File: src/rtl/sinalizador_sonoro.sv
// sinalizador_sonoro: debounced, cadenced buzzer driver for the headlight warning.
// Beeps N_BIPES times then mutes until the warning drops; a silence press mutes early.
module sinalizador_sonoro #(
  parameter int DEBOUNCE_CICLOS = 4,
  parameter int T_LIGADO        = 8,
  parameter int T_DESLIGADO     = 8,
  parameter int N_BIPES         = 5
) (
  input  logic clock,
  input  logic reset,
  input  logic sinalizador,
  input  logic silenciar,
  output logic buzina,
  output logic ativo,
  output logic silenciado
);

  localparam int DEB_MAX = (DEBOUNCE_CICLOS > 2) ? DEBOUNCE_CICLOS : 2;
  localparam int T_MAIOR = (T_LIGADO > T_DESLIGADO) ? T_LIGADO : T_DESLIGADO;
  localparam int TMR_MAX = (T_MAIOR > 2) ? T_MAIOR : 2;
  localparam int BIP_MAX = (N_BIPES > 2) ? N_BIPES : 2;
  localparam int CW = $clog2(DEB_MAX) + 1;
  localparam int TW = $clog2(TMR_MAX) + 1;
  localparam int BW = $clog2(BIP_MAX) + 1;

  localparam logic [CW-1:0] CNT_FIM     = CW'(DEBOUNCE_CICLOS - 1);
  localparam logic [CW-1:0] CNT_UM      = CW'(1);
  localparam logic [TW-1:0] TMR_FIM_ON  = TW'(T_LIGADO - 1);
  localparam logic [TW-1:0] TMR_FIM_OFF = TW'(T_DESLIGADO - 1);
  localparam logic [TW-1:0] TMR_UM      = TW'(1);
  localparam logic [BW-1:0] BIP_FIM     = BW'(N_BIPES);
  localparam logic [BW-1:0] BIP_UM      = BW'(1);

  typedef enum logic [2:0] {
    ESPERA   = 3'd0,
    CONFIRMA = 3'd1,
    BIPE_ON  = 3'd2,
    BIPE_OFF = 3'd3,
    SILENCIO = 3'd4
  } estado_t;

  estado_t       state_q, state_d;
  logic [CW-1:0] cnt_q, cnt_d;
  logic [TW-1:0] tmr_q, tmr_d;
  logic [BW-1:0] bip_q, bip_d;
  logic          sin_meta_q, sinc_q;
  logic          mute_meta_q, mute_s_q, mute_dly_q;
  logic          buzina_q, ativo_q, silenciado_q;
  logic          mute_p;

  assign mute_p     = mute_s_q & ~mute_dly_q;
  assign buzina     = buzina_q;
  assign ativo      = ativo_q;
  assign silenciado = silenciado_q;

  // Two-flop synchronizers for both async inputs, plus the silence edge-detect delay.
  always_ff @(posedge clock or posedge reset) begin
    if (reset) begin
      sin_meta_q  <= 1'b0;
      sinc_q      <= 1'b0;
      mute_meta_q <= 1'b0;
      mute_s_q    <= 1'b0;
      mute_dly_q  <= 1'b0;
    end else begin
      sin_meta_q  <= sinalizador;
      sinc_q      <= sin_meta_q;
      mute_meta_q <= silenciar;
      mute_s_q    <= mute_meta_q;
      mute_dly_q  <= mute_s_q;
    end
  end

  // Next-state logic; a dropped warning outranks a silence press while beeping.
  always_comb begin
    state_d = state_q;
    cnt_d   = cnt_q;
    tmr_d   = tmr_q;
    bip_d   = bip_q;
    case (state_q)
      ESPERA: begin
        if (sinc_q) begin
          state_d = CONFIRMA;
          cnt_d   = {CW{1'b0}};
        end else begin
          state_d = ESPERA;
        end
      end
      CONFIRMA: begin
        if (!sinc_q) begin
          state_d = ESPERA;
        end else if (cnt_q == CNT_FIM) begin
          state_d = BIPE_ON;
          tmr_d   = {TW{1'b0}};
          bip_d   = {BW{1'b0}};
        end else begin
          cnt_d = cnt_q + CNT_UM;
        end
      end
      BIPE_ON: begin
        if (!sinc_q) begin
          state_d = ESPERA;
        end else if (mute_p) begin
          state_d = SILENCIO;
        end else if (tmr_q == TMR_FIM_ON) begin
          state_d = BIPE_OFF;
          tmr_d   = {TW{1'b0}};
          bip_d   = bip_q + BIP_UM;
        end else begin
          tmr_d = tmr_q + TMR_UM;
        end
      end
      BIPE_OFF: begin
        if (!sinc_q) begin
          state_d = ESPERA;
        end else if (mute_p) begin
          state_d = SILENCIO;
        end else if (tmr_q == TMR_FIM_OFF) begin
          if (bip_q == BIP_FIM) begin
            state_d = SILENCIO;
          end else begin
            state_d = BIPE_ON;
          end
          tmr_d = {TW{1'b0}};
        end else begin
          tmr_d = tmr_q + TMR_UM;
        end
      end
      SILENCIO: begin
        if (!sinc_q) begin
          state_d = ESPERA;
        end else begin
          state_d = SILENCIO;
        end
      end
      default: begin
        state_d = ESPERA;
      end
    endcase
  end

  // State, counters and outputs; outputs are decoded from the next state so they track it exactly.
  always_ff @(posedge clock or posedge reset) begin
    if (reset) begin
      state_q      <= ESPERA;
      cnt_q        <= {CW{1'b0}};
      tmr_q        <= {TW{1'b0}};
      bip_q        <= {BW{1'b0}};
      buzina_q     <= 1'b0;
      ativo_q      <= 1'b0;
      silenciado_q <= 1'b0;
    end else begin
      state_q      <= state_d;
      cnt_q        <= cnt_d;
      tmr_q        <= tmr_d;
      bip_q        <= bip_d;
      buzina_q     <= (state_d == BIPE_ON);
      ativo_q      <= (state_d == BIPE_ON) || (state_d == BIPE_OFF);
      silenciado_q <= (state_d == SILENCIO);
    end
  end

endmodule

File: config.mk
export PLATFORM = sky130hd
export DESIGN_NAME = sinalizador_sonoro
export DESIGN_NICKNAME = d
export VERILOG_FILES = /design/src/rtl/sinalizador_sonoro.sv
export SDC_FILE = /design/constraint.sdc
export NUM_CORES = 1
export LEC_CHECK = 0
export BUFFER_PORTS_ARGS = -buffer_cell sky130_fd_sc_hd__clkbuf_2
export CAP_MARGIN = 20
export CELL_PAD_IN_SITES_DETAIL_PLACEMENT = 1
export CELL_PAD_IN_SITES_GLOBAL_PLACEMENT = 2
export CORE_AREA = 8 8 72 59
export CTS_BUF_LIST = sky130_fd_sc_hd__clkbuf_4 sky130_fd_sc_hd__clkbuf_8
export CTS_CLUSTER_DIAMETER = 200
export DETAILED_ROUTE_END_ITERATION = 12
export DIE_AREA = 0 0 80 67
export GPL_TIMING_DRIVEN = 0
export PLACE_DENSITY = 0.68
export REMOVE_ABC_BUFFERS = 1
export SETUP_SLACK_MARGIN = 0.3
export SLEW_MARGIN = 10
export SYNTH_ARGS = -nofsm -noshare
export SYNTH_HDL_FRONTEND = slang
export SYNTH_SLANG_ARGS = --single-unit
File: constraint.sdc
create_clock -name clock -period 1.8 [get_ports clock]
set_input_delay 0.18 -clock clock [delete_from_list [all_inputs] [get_ports clock]]
set_output_delay 0.18 -clock clock [all_outputs]
set_load 0.02 [all_outputs]
==> results of run 1 <==
## sequential cells by signal (all words and copies together) (netlist names)
signal	count
mute_meta_q	1
mute_s_q	1
cnt_q	3
state_q	3
ativo	1
silenciado	1
mute_dly_q	1
tmr_q	4
buzina	1
sin_meta_q	1
bip_q	4
sinc_q	1
## cell usage in the layout (no fill, tap or decap), drive strengths merged, types with 3 or more instances in the layout
master and count:
a21oi 3, buf 7, clkbuf 9, dfrtp 22
ha 5, inv 4, nand2 8, nand3 6
nor2 3, nor2b 3, o21ai 9, o31ai 4
## final cells by class
class / count / area, um2
clock inverter: 1 / 30.0
fill: 348 / 1770
clock buffer: 3 / 41.3
timing repair buffer: 13 / 82.6
sequential: 22 / 553
multi-input combinational: 69 / 562
tap: 40 / 50.0
inverter: 4 / 15.0
## path summary, 6_finish.rpt
check / to / cells after the start
setup / recovery: buzina / 5
hold / removal: mute_meta_q / 1
setup reg to reg: buzina / 5
hold reg to reg: mute_s_q / 0
max in group asynchronous: state_q[1] / 2
min in group asynchronous: cnt_q[2] / 2
## power breakdown
group / internal, uW / switching (uW) / leakage [uW]
sequential: 540 / 45.9 / 0.000288
combinational: 130 / 139 / 0.000266
clock: 297 / 167 / 0.0000357
total: 967 / 352 / 0.000590
## logic make-up (layout without fill, tap and decap cells)
| logic type | Yosys count | after routing | synth area share [%] |
|---|---|---|---|
| compound gates | 27 | 27 | 17.4 |
| simple gates | 37 | 37 | 21.3 |
| fa+ha+maj | 5 | 5 | 6.02 |
| buf+inv | 6 | 21 | 2.29 |
| flops | 22 | 22 | 53.0 |
## cells in the mapped netlist, types with 2 or more instances
master and n:
dfrtp_1 22, o21ai_0 9, nand2_1 8, nand3_1 6, ha_1 5, inv_1 4, o31ai_1 4, a21oi_1 3
nor2_1 3, nor2b_1 3, a22o_1 2, a31oi_1 2, and2_1 2, and3b_1 2, nand2b_1 2, o41ai_1 2
or2b_1 2
## per-stage QoR
| step | instance area, um2 | hold slack (ns) | total power, uW | cells | setup WS, ns |
|---|---|---|---|---|---|
| 3_3_place_gp | 1110 | 0.291 | 748 | 141 | 0.0525 |
| 3_5_place_dp | 1110 | 0.290 | 767 | 141 | -0.0665 |
| 4_1_cts | 1260 | 0.0113 | 1300 | 149 | 0.304 |
| 5_1_grt | 1330 | 0.00454 | 1400 | 152 | 0.229 |
| 2_1_floorplan | 1030 | 0.169 | 707 | 95 | 0.266 |
| 6_report | 1330 | 0.0226 | 1320 | 152 | 0.305 |
## per-layer routing
layer / vias to the layer above / track usage (%) / wire (um)
met5: - / 0 / 0
met4: 0 / 2.04 / 15
met3: 2 / 3.76 / 112
met2: 12 / 14.2 / 1020
met1: 397 / 14.8 / 1290
li1: 387 / - / -
## repair_timing
action                                  CTS  global route
buffers inserted                          4             3
resized for setup                        13            12
pin swaps                                 2             4
endpoints found under the setup margin   10            10
gates cloned                              0             0
==> flow_summary.ini, run 1 <==
[floorplanning]
die_area_um2 = 5360
initial_core_util_pct = 33.4
core_um2 = 3110
die_y_um = 67
num_io_pins = 7
num_rows = 18
fp.dieW_um = 80

[hold_path]
hp-class = input port to flip-flop
min_from = silenciar

[critical_path]
crit_family = simple AND/OR/NAND/NOR gates
crit_path_max_fanout = 4
worstPathRequired_ns = 1.99
path_class = flip-flop to flip-flop
r2r_slack_ns = 0.31
slowest_stage = dfrtp_1
worstSetupEndpointType = flip-flop
r2r_start = tmr_q[1]
arrival_ns = 1.69
critical_path.startpoint = tmr_q[1]
crit_buf_inv = 0
startpoint_type = flip-flop
critPathMaxStageDelay_ns = 0.42
path_cells = ha_4 > and3b_1 > and4_4 > a311o_1 > nor2b_1

[clocking]
cts_buffers = 3
cts_buffer_depth = 2
hold_buffers = 0
clkTransAtPathRegs_ns = 0.09
clk_latency_ns = 0.26
clock-sinks = 22
root_buffer = clkbuf_8
htree_num_levels = 1
tritoncts = yes

[status]
status = finished, final reports clean

[placement]
dp_hpwl_um = 1710
gp_congestion = 0.705
io_buffers = 6

[yosys]
syn_inst = 97
synthesis.area_um2 = 1040
yosys_warnings = 0
synth_seq_area_share_pct = 53.0
ys_types = 33
synth_top_area_share_pct = 53.0
synth_area_leaders = dfrtp_1, ha_1, o21ai_0
ys.flop_type = dfrtp_1
async_flop_share_pct = 100
syn_area_per_cell_um2 = 10.7
synth_top_cell_by_area = dfrtp_1
synth-edff-count = 0
ys_ff_latch = 22

[grt]
grt.total_usage_pct = 10.3
gr-total-overflow = 0
grt_pass1_vias = 859
grt_max_degree = 23
grt_pass1_wl_um = 4320
antenna_found_initial = 0

[detailed_routing]
drc = 0
ant_nets = 0
drt_iter0_markers = 13
routed_wl_um = 2440
first_pass_iters = 6
vias_per_cell = 5.25
route.detailed.wl_per_inst_um = 16.1
vias = 798

[sta]
finClkSkew_ns = 0.00605
slew_viol_final = 0
tightest_slew_ns = 0.828
finalSetupTns_ns = 0
rsz0062_at_grt = true
fin_crit_sh_pct = 83.1
hold_viol_final = 0
min_period_ns = 1.50
slew_headroom_pct = 44.8
finalSetupViolations = 0
fmax_ghz = 0.669

[layout]
fin_util_pct = 42.9
final_nets = 122
antenna_cells = 0
area_growth_pct = 28.4
final_layout_size_suffix_gt1_share_pct = 31.3

[power_and_ir_drop]
p_leak_uw = 0.000590
ir_drop_uv = 744
p_per_area_nw_per_um2 = 989

[flow_run]
cap_violations = 0
(Power assumes the default switching activity.)
==> inputs of run 2 (changes only) <==
clock period = 1.45 ns   (was 1.8 ns; I/O delays follow)
==> run 2 against run 1 <==
- sequential share of layout area fell by 3.2 points
- global-route usage rose by 0.74 points
- largest power group unchanged
- die area is the same
- power increased by 31%
- the flow now finishes with violations (negative setup slack)
- clock power grew 25%
- first-iteration DRC count decreased by 7.7%
- core utilization is 3.8 points higher
==> flow_summary.ini, run 2 (synthesized netlist as in run 1, its figures left out) <==
[detailed_routing]
first_pass_iters = 4
drt_iter0_markers = 12
vias_per_cell = 5.17
drc = 0
ant_nets = 0
vias = 842
route.detailed.wl_per_inst_um = 16.0
routed_wl_um = 2610

[status]
status = finished with violations
violations = negative setup slack

[floorplanning]
fp.dieW_um = 80
initial_core_util_pct = 33.4
num_rows = 18
die_y_um = 67
num_io_pins = 7
core_um2 = 3110
die_area_um2 = 5360

[grt]
grt.total_usage_pct = 11.0
grt_pass1_wl_um = 4620
grt_pass1_vias = 942
gr-total-overflow = 0
antenna_found_initial = 0
grt_max_degree = 23

[sta]
finClkSkew_ns = 0.00255
finalSetupViolations = 5
slew_headroom_pct = 44.2
rsz0062_at_grt = true
tightest_slew_ns = 0.836
finalSetupTns_ns = -0.155
hold_viol_final = 0
slew_viol_final = 0
fin_crit_sh_pct = 103
min_period_ns = 1.49
setup_ws_ns = -0.0379
fmax_ghz = 0.672

[layout]
final_nets = 133
area_growth_pct = 39.8
largestRegisters = bip_q (4), tmr_q (4)
stdcell_area_um2 = 1450
final_common_cell = dfrtp_1
antenna_cells = 0
most-common-layout-cells = dfrtp_1, buf_4, nand2_1, clkbuf_2
fin_util_pct = 46.7
final_layout_size_suffix_gt1_share_pct = 40.7
final_cells = 163

[critical_path]
path_class = flip-flop to flip-flop
worstPathRequired_ns = 1.61
crit_path_max_fanout = 5
worstSetupEndpointType = flip-flop
crit_family = flip-flops
arrival_ns = 1.65
crit_buf_inv = 0
critPathMaxStageDelay_ns = 0.40
r2r_slack_ns = -0.04
r2r_start = cnt_q[0]
r2r_cells = 6
startpoint_type = flip-flop
rr_endpoint = tmr_q[1]
path_cells = ha_2 > ha_4 > and3b_2 > a21oi_4 > o21ai_2 > o41ai_2
critical_path.startpoint = cnt_q[0]
slowest_stage = dfrtp_1

[clocking]
htree_num_levels = 1
clkTransAtPathRegs_ns = 0.08
tritoncts = yes
root_buffer = clkbuf_8
cts_buffer_depth = 2
cts_buffers = 3
clock-sinks = 22
clk_latency_ns = 0.27

[placement]
gp_congestion = 0.705
dp.cells = 141
place_area_um2 = 1110
io_buffers = 6
dp_hpwl_um = 1710

[power_and_ir_drop]
p_leak_uw = 0.000648
p_per_area_nw_per_um2 = 1190
p_total_uw = 1730
ir_drop_uv = 728

[hold_path]
hp-class = input port to asynchronous set/reset pin

[flow_run]
cap_violations = 0
## run 2: changes by cell type in the layout (fill, tap and decap cells not counted), moves of 2 or more
cell           change
buf_4              +8
dfrtp_1            -2
o21ai_0            -4
dlygate4sd3_1      +2
o21ai_1            +3
dfrtp_2            +2
## run 2: area by class of cell
cell class                 instances  area, um2
timing repair buffer              24        174
inverter                           4       15.0
clock buffer                       3       41.3
tap                               40       50.0
sequential                        22        556
fill                             349       1660
clock inverter                     1       30.0
multi-input combinational         69        586
## run 2: power breakdown
part	internal [uW]	leakage, uW	switching [uW]
Combinational	226	0.000328	205
Sequential	671	0.000285	51.4
Clock	369	0.0000357	212
## run 2: worst max-delay path by stage
stage | to | slack, ns | cells past startpoint
after floorplan | tmr_q[1] | -0.08 | 6
after CTS | buzina | -0.04 | 5
final | tmr_q[1] | -0.04 | 6
after global placement | tmr_q[1] | -0.30 | 6
after detailed placement | tmr_q[1] | -0.42 | 6
after global routing | buzina | -0.12 | 5
## run 2: what timing repair did
action,4_1_cts,5_1_grt
hold endpoints to repair,2,0
buffers inserted,13,3
pin swaps,14,5
resized for setup,32,5
hold buffers,2,0
endpoints found under the setup margin,17,17
## run 2: layer usage
metal	routed length, um	GRT usage [%]	vias to the layer above
met4	31	2.71	0
met2	1160	16.4	14
met3	115	3.76	4
met1	1310	14.9	411
li1	-	-	413
met5	0	0	-
## run 2: through the flow
stage               hold slack (ns)  worst slack (ns)
finish                       0.0192           -0.0379
global route                 0.0947            -0.118
CTS                          0.0503           -0.0380
detailed placement            0.255            -0.416
global placement              0.256            -0.298
floorplan                     0.134           -0.0838
